===== src/rtl/pixel_ram_arbiter.sv =====
// pixel_ram_arbiter: shares the single-port frame-buffer RAM between VGA
// scan-out reads and buffered CPU pixel writes. It also owns the scan address
// counter and the frame-done pulse.
// Optional build macro: PIXEL_ARB_WRITE_BYPASS_EN. When it is defined, a CPU
// write that arrives while the FIFO is empty and the slot is idle goes
// straight to RAM instead of being queued.
module pixel_ram_arbiter #(
  parameter int ADDR_W       = 16,
  parameter int DATA_W       = 8,
  parameter int FRAME_PIXELS = 65536,
  parameter int FIFO_DEPTH   = 4,
  parameter int STARVE_LIMIT = 8
) (
  input  logic              clk,
  input  logic              reset,
  input  logic              enable,
  input  logic              pix_req,
  output logic [DATA_W-1:0] pixel,
  output logic              pixel_valid,
  output logic              frame_done,
  input  logic              cpu_wr_req,
  input  logic [ADDR_W-1:0] cpu_wr_addr,
  input  logic [DATA_W-1:0] cpu_wr_data,
  output logic              cpu_wr_ready,
  output logic [ADDR_W-1:0] ram_addr,
  output logic [DATA_W-1:0] ram_wdata,
  output logic              ram_wren,
  input  logic [DATA_W-1:0] ram_rdata
);

  localparam int PTR_W = (FIFO_DEPTH > 1) ? $clog2(FIFO_DEPTH) : 1;
  localparam int CNT_W = PTR_W + 1;
  localparam int SC_W  = $clog2(STARVE_LIMIT + 1);
  localparam logic [ADDR_W-1:0] LAST_ADDR = ADDR_W'(FRAME_PIXELS - 1);
  localparam logic [CNT_W-1:0]  DEPTH_C   = CNT_W'(FIFO_DEPTH);
  localparam logic [SC_W-1:0]   LIMIT_C   = SC_W'(STARVE_LIMIT);

  typedef enum logic {OFF, RUN} state_t;

  state_t            state_q, state_d;
  logic [ADDR_W-1:0] scan_q, scan_d;
  logic              pend_q, pend_d;
  logic [SC_W-1:0]   starve_q, starve_d;
  logic [CNT_W-1:0]  count_q;
  logic [PTR_W-1:0]  wr_ptr_q, rd_ptr_q;
  logic [ADDR_W-1:0] fifo_addr [FIFO_DEPTH];
  logic [DATA_W-1:0] fifo_data [FIFO_DEPTH];
  logic              rd_vld_p1;

  logic fifo_empty, fifo_full, run, forced, rd, wr, byp, push;

  // Saturating increment of the starvation counter.
  function automatic logic [SC_W-1:0] sat_inc(input logic [SC_W-1:0] v);
    return (v >= LIMIT_C) ? LIMIT_C : v + SC_W'(1);
  endfunction

  // Scan address increment with wrap at the last pixel of the frame.
  function automatic logic [ADDR_W-1:0] next_scan(input logic [ADDR_W-1:0] a);
    return (a == LAST_ADDR) ? '0 : a + ADDR_W'(1);
  endfunction

  // Slot selection, RAM port drive and next-state logic.
  always_comb begin
    fifo_empty   = (count_q == '0);
    fifo_full    = (count_q == DEPTH_C);
    cpu_wr_ready = !fifo_full;
    run          = (state_q == RUN);
    forced       = !fifo_empty && (starve_q >= LIMIT_C);
    rd           = !forced && run && (pend_q || pix_req);
    wr           = forced || (!rd && !fifo_empty);
    byp          = 1'b0;
`ifdef PIXEL_ARB_WRITE_BYPASS_EN
    byp          = !rd && !wr && fifo_empty && cpu_wr_req;
`endif
    push         = cpu_wr_req && !fifo_full && !byp;

    ram_addr  = scan_q;
    ram_wdata = '0;
    ram_wren  = 1'b0;
    if (wr) begin
      ram_addr  = fifo_addr[rd_ptr_q];
      ram_wdata = fifo_data[rd_ptr_q];
      ram_wren  = 1'b1;
    end else if (byp) begin
      ram_addr  = cpu_wr_addr;
      ram_wdata = cpu_wr_data;
      ram_wren  = 1'b1;
    end
    frame_done = rd && (scan_q == LAST_ADDR);

    state_d = enable ? RUN : OFF;

    // A request that lands on a forced-write slot is parked; a request that
    // coincides with draining the parked one keeps the flag set.
    pend_d = pend_q;
    if (!run)        pend_d = 1'b0;
    else if (forced) pend_d = pend_q || pix_req;
    else if (rd)     pend_d = pend_q && pix_req;

    scan_d = scan_q;
    if (!run)    scan_d = '0;
    else if (rd) scan_d = next_scan(scan_q);

    starve_d = (fifo_empty || wr) ? '0 : sat_inc(starve_q);
  end

  // Control state: FSM, scan counter, skid flag, starvation and FIFO pointers.
  always_ff @(posedge clk or negedge reset) begin
    if (!reset) begin
      state_q  <= OFF;
      scan_q   <= '0;
      pend_q   <= 1'b0;
      starve_q <= '0;
      count_q  <= '0;
      wr_ptr_q <= '0;
      rd_ptr_q <= '0;
    end else begin
      state_q  <= state_d;
      scan_q   <= scan_d;
      pend_q   <= pend_d;
      starve_q <= starve_d;
      if (push) wr_ptr_q <= wr_ptr_q + PTR_W'(1);
      if (wr)   rd_ptr_q <= rd_ptr_q + PTR_W'(1);
      if (push && !wr)      count_q <= count_q + CNT_W'(1);
      else if (!push && wr) count_q <= count_q - CNT_W'(1);
    end
  end

  // FIFO storage; contents are only meaningful below the occupancy count.
  always_ff @(posedge clk) begin
    if (push) begin
      fifo_addr[wr_ptr_q] <= cpu_wr_addr;
      fifo_data[wr_ptr_q] <= cpu_wr_data;
    end
  end

  // p1: RAM data returns; the capture register then presents the pixel.
  always_ff @(posedge clk or negedge reset) begin
    if (!reset) begin
      rd_vld_p1   <= 1'b0;
      pixel_valid <= 1'b0;
      pixel       <= '0;
    end else begin
      rd_vld_p1   <= rd;
      pixel_valid <= rd_vld_p1;
      if (rd_vld_p1) pixel <= ram_rdata;
    end
  end

endmodule


===== config.mk =====
export PLATFORM = sky130hd
export DESIGN_NAME = pixel_ram_arbiter
export DESIGN_NICKNAME = d
export VERILOG_FILES = /design/src/rtl/pixel_ram_arbiter.sv
export SDC_FILE = /design/constraint.sdc
export NUM_CORES = 1
export LEC_CHECK = 0
export ABC_AREA = 1
export BUFFER_PORTS_ARGS = -buffer_cell sky130_fd_sc_hd__buf_2
export CORE_ASPECT_RATIO = 0.5
export CORE_UTILIZATION = 50
export DETAILED_ROUTE_END_ITERATION = 10
export GPL_ROUTABILITY_DRIVEN = 0
export PLACE_DENSITY = 0.73
export SYNTH_ARGS = -nofsm -noshare
export SYNTH_HDL_FRONTEND = slang
export SYNTH_SLANG_ARGS = --single-unit

===== constraint.sdc =====
create_clock -name clk -period 5.3 [get_ports clk]
set_input_delay 0.265 -clock clk [delete_from_list [all_inputs] [get_ports clk]]
set_output_delay 0.265 -clock clk [all_outputs]
set_load 0.05 [all_outputs]

* Word level (Yosys, flattened, before mapping)
Memories as Yosys holds them, arrays and structs flattened. Cells that the tools add are included.
Word-level totals: memories kept 2, bits in registers 39, RAM bits 96, output and inout port bits 36, word-level logic and storage cells 59
Memories:
- fifo_addr | words 4, bits a word 16, rd ports 1, clocked after memory_dff 0, wr ports 1, RTL line 46 | logic [ADDR_W-1:0] fifo_addr [FIFO_DEPTH];
- fifo_data | words 4, bits a word 8, rd ports 1, clocked after memory_dff 0, wr ports 1, RTL line 47 | logic [DATA_W-1:0] fifo_data [FIFO_DEPTH];
Operators by class: reductions and logical operators 20, $add $sub $neg 6, equal/unequal tests 4, mux-type cells 16, magnitude comparators 1
Operators by type and width (number):
- 16-bit 2-to-1 mux | 4
- 16-bit by 1-bit adder with 16-bit output, second input constant | 1
- 16-bit == test, second input constant | 1
- 1-bit logical AND | 9
- 4-bit 2-to-1 mux | 2
- 8-bit 2-to-1 mux | 1
- 1-bit 2-to-1 mux | 7
- 1-bit zero test | 6
- 3-bit 2-to-1 mux | 2
- 2-bit by 1-bit adder with 2-bit output, second input constant | 2
- 4-bit by 1-bit adder with 4-bit output, second input constant | 1
- 4-bit greater-or-equal comparator, second input constant | 1
- 3-bit by 1-bit adder with 3-bit output, second input constant | 1
- 3-bit == test, second input constant | 1
- 3-bit zero test | 1
- 1-bit logical OR | 3
- 3-bit by 1-bit != test with 1-bit output, second input constant | 1
- 3-bit by 1-bit subtractor with 3-bit output, second input constant | 1
- 2-bit by 1-bit != test with 1-bit output, second input constant | 1
- 2-bit nonzero test | 1

* Longest topological paths before layout
word-level depth 12, mapped depth 12

* Worst setup path after synthesis
Ideal clock, no wire load.
kind register to register, from register count_q[0], to memory fifo_addr[0][0], enable pin, cell stages (with the launch flop) 5, setup time 0.405 ns, setup slack 2.777 ns, required time 4.895 ns, path buffers 0, arrival 2.119 ns, cells stage by stage dfrtp_1 -> nor2_2 -> nand2_1 -> nand2_1 -> nor2_1
Between the ends: word-level cells in the longest chain between the ends 5
RTL lines:
- start: declaration | RTL line 44 | logic [CNT_W-1:0] count_q;
- start signal: assignment | RTL line 124 | if (push && !wr) count_q <= count_q + CNT_W'(1);
- start signal: assignment | RTL line 125 | else if (!push && wr) count_q <= count_q - CNT_W'(1);
- 3-bit == test | RTL line 65 | fifo_full = (count_q == DEPTH_C);
- 1-bit zero test
- named net cpu_wr_ready | RTL line 24 | output logic cpu_wr_ready,
- 1-bit logical AND | RTL line 75 | push = cpu_wr_req && !fifo_full && !byp;
- 1-bit 2-to-1 mux | RTL line 131 | if (push) begin
- 1-bit 2-to-1 mux (implied by the code) | RTL line 132 | fifo_addr[wr_ptr_q] <= cpu_wr_addr;
- end: declaration | RTL line 46
The timed path passes the listed nets, and every way through them passes these cells.

* Final worst setup path
from register rd_ptr_q[0], to output ram_addr[6]
Between the ends: word-level cells in the longest chain between the ends 2
RTL lines:
- start: declaration | RTL line 45 | logic [PTR_W-1:0] wr_ptr_q, rd_ptr_q;
- start signal: assignment | RTL line 123 | if (wr) rd_ptr_q <= rd_ptr_q + PTR_W'(1);
- memory read 4 x 16 bit
- 16-bit 2-to-1 mux | RTL line 80 | if (wr) begin
- end: declaration | RTL line 25 | output logic [ADDR_W-1:0] ram_addr,
No other way between the ends.

==> impl_metrics.env <==
export IMPL_path_max_fanout=50
export IMPL_cts_resized=0
export IMPL_grt_total_usage=0.2134
export IMPL_pwr_share_clk=0.260
export IMPL_ys_ff_latch=135
export IMPL_area_growth_pct=17.25
export IMPL_postSynthCellCount=532
export IMPL_htree_levels=4
export IMPL_power_frac_comb=0.385
export IMPL_finalSetupViolCount=0
export IMPL_rsz0062_at_grt="false"
export IMPL_min_period_over_period=0.5660
export IMPL_synthFlopType="edfxtp_1"
export IMPL_p_seq_frac=0.356
export IMPL_hold_viol=39
export IMPL_synth_seq_area_share=0.6552
export IMPL_fin_tns_setup_ps=0
export IMPL_die_area_mm2=0.01224
export IMPL_syn_area_per_cell_um2=11.07
export IMPL_synth_nets=578
export IMPL_cp_required_ps=5040
export IMPL_antenna_found_initial=1
export IMPL_postPlaceCellArea_mm2=0.006386
export IMPL_coreArea_mm2=0.01122
export IMPL_cts_root_buf="clkbuf_16"
export IMPL_final_cell_mix="edfxtp_1, nor2_1, buf_2"
export IMPL_drc=0
export IMPL_drv_cap=0
export IMPL_ios=73
export IMPL_mostFrequentLayoutCell="edfxtp_1"
export IMPL_hp_class="primary input to asynchronous set/reset pin"
export IMPL_yosysWarnings=0
export IMPL_port_buffers=72
export IMPL_endpoint_kind="output pin"
export IMPL_cts_reportedPaths_clkPinSlew_ps=60
export IMPL_vias=4150
export IMPL_grt_pass1_wl_mm=19.65
export IMPL_yosysUniqueCellTypes=31
export IMPL_holdWs_ps=-23.74
export IMPL_switching_share=0.4189
export IMPL_initialDrtViolationCount=317
export IMPL_grt_remaining_overflow=0
export IMPL_worstMarginPinSlew_ps=883.7
export IMPL_start_util=0.5251
export IMPL_synth_edf_count=96
export IMPL_status="finished, violations left"
export IMPL_crit_type="flip-flop to output pin"
export IMPL_post_route_min_period_ps=3000
export IMPL_switchingPower_mw=1.651
export IMPL_grt_start_max_net_pins=51
export IMPL_dp_hpwl_mm=7.611
export IMPL_layout_drive_gt1_share=0.2290
export IMPL_cts_sinks=135
export IMPL_worstPathArrival_ps=2730
export IMPL_antenna_cells=0
export IMPL_dpl_cell_count=748
export IMPL_die_x_um=155.5
export IMPL_ys_top_cells_by_area="edfxtp_1, dfrtp_1, nor2_1, o21ai_0, nand2_1"
export IMPL_syn_cell_area_mm2=0.005889
export IMPL_routedWlPerCell_um=15.72
export IMPL_clkLatencyLatePin_ps=420
export IMPL_fin_area_mm2=0.006905
export IMPL_max_freq_mhz=333.3
export IMPL_power_mw=3.941
export IMPL_die_h_um=78.74
export IMPL_finClkSkew_ps=10.73
export IMPL_p_leak_nw=2.712
export IMPL_power_per_cell_area_mw_per_mm2=570.7
export IMPL_routed_wirelength_mm=12.25
export IMPL_via_per_inst=5.327
export IMPL_violations="negative hold slack"
export IMPL_fin_cells=779
export IMPL_cts_made_buffers=17
export IMPL_ys_async_sr_fraction=0.2889
export IMPL_clockBufferDepth=2
export IMPL_cts_tree="built"
export IMPL_fin_util=0.6157
export IMPL_cp_start_kind="flip-flop"
export IMPL_finalMaxSlewViolations=0
export IMPL_p_int_mw=2.290
export IMPL_vdd_drop_max_mv=0.3328
export IMPL_fin_nets=655
export IMPL_synth_top_area_cell="edfxtp_1"
export IMPL_synth_top_cell_area_share=0.4895
export IMPL_antenna_violating_nets_post_route=0
export IMPL_row_count=27
export IMPL_slew_limit_headroom=0.4109
export IMPL_dr_pass1_iters=5
export IMPL_post_cts_buffers=0
export IMPL_grt_pass1_vias=3910
[power groups by stage]
stage	registers, mW	clock network, mW	logic, mW
final	1.40	1.02	1.52
after global routing	1.42	1.08	1.63
after CTS	1.40	1.04	1.51
after detailed placement	1.42	0	1.51
after global placement	1.41	0	1.49
after floorplan	1.45	0	1.11
[layout make-up]
type	instances	area (um2)
fillers	886	4310
repair buffers	80	422.9
clock inverters	12	80.08
flip-flops and latches	135	3859
inverters	38	145.1
multi-input cells	337	1770
clock buffers	18	429.2
well taps	159	198.9
[critical path: stages (launching register included)]
cell and delay, ps:
dfrtp_1 350, buf_4 280, inv_1 450, buf_4 400
o21ai_0 150, o22ai_1 240, nand2_1 80, o21ai_1 80
buf_2 280
[registers in the layout, summed over array words and instances (netlist names)]
name         count
wr_ptr_q         2
scan_q          16
fifo_addr       64
starve_q         4
count_q          3
pixel            8
fifo_data       32
pend_q           1
pixel_valid      1
rd_vld_p1        1
rd_ptr_q         2
run              1
[kinds of logic (layout without fill, tap and decap cells)]
kind of cell               Yosys count  after routing  synth area share
AOI/OAI and AO/OA                  108            108           0.09900
and+or+nand+nor                    205            205            0.1534
muxes                                9              9           0.01721
xor gates and xnor gates             6              6          0.008925
adders and majority gates            9              9           0.02040
DFF                                135            135            0.6552
buffers and inverters               60            148           0.04589
[routing by layer]
layer	routed length, um	global-route usage
met5	8	0
met1	5581	0.2915
met3	726	0.04367
met2	5775	0.3444
met4	153	0.07353
[path summary, 6_finish.rpt]
path	cells past startpoint	slack (ps)	from	endpoint
worst max register to register	10	2920	run$_DFF_PN0_	count_q[2]$_DFFE_PN0P_
max in group asynchronous	1	4770	reset	scan_q[12]$_DFFE_PN0P_
worst min register to register	1	490	starve_q[0]$_DFF_PN0_	starve_q[0]$_DFF_PN0_
worst max-delay path	8	2300	rd_ptr_q[0]$_DFFE_PN0N_	ram_addr[6]
worst min-delay path	1	-20	reset	count_q[0]$_DFFE_PN0P_
min in group clk	1	70	cpu_wr_data[1]	fifo_data[0][1]$_DFFE_PP_
[synth_stat cells, drive strengths merged (3+ instances only)]
library cell	n
a21oi	12
buf	12
clkbuf	10
dfrtp	39
edfxtp	96
ha	8
inv	38
mux2	9
nand2	77
nand3	17
nand4	9
nor2	101
o21ai	78
o22ai	17
xnor2	3
xor2	3
[stage by stage]
stage                     setup WS, ps  hold slack [ps]
after detailed placement          2766            374.3
after floorplan                   2777           -30.59
after CTS                         2343            2.017
after global placement            2798            374.7
final                             2300           -23.74
after global routing              2115            60.47
[what timing repair did]
action                                  4_1_cts  5_1_grt
hold buffers                                  1        0
hold endpoints to repair                      1        0
endpoints found under the setup margin        0        0
Power figures use the tool's default switching activity.
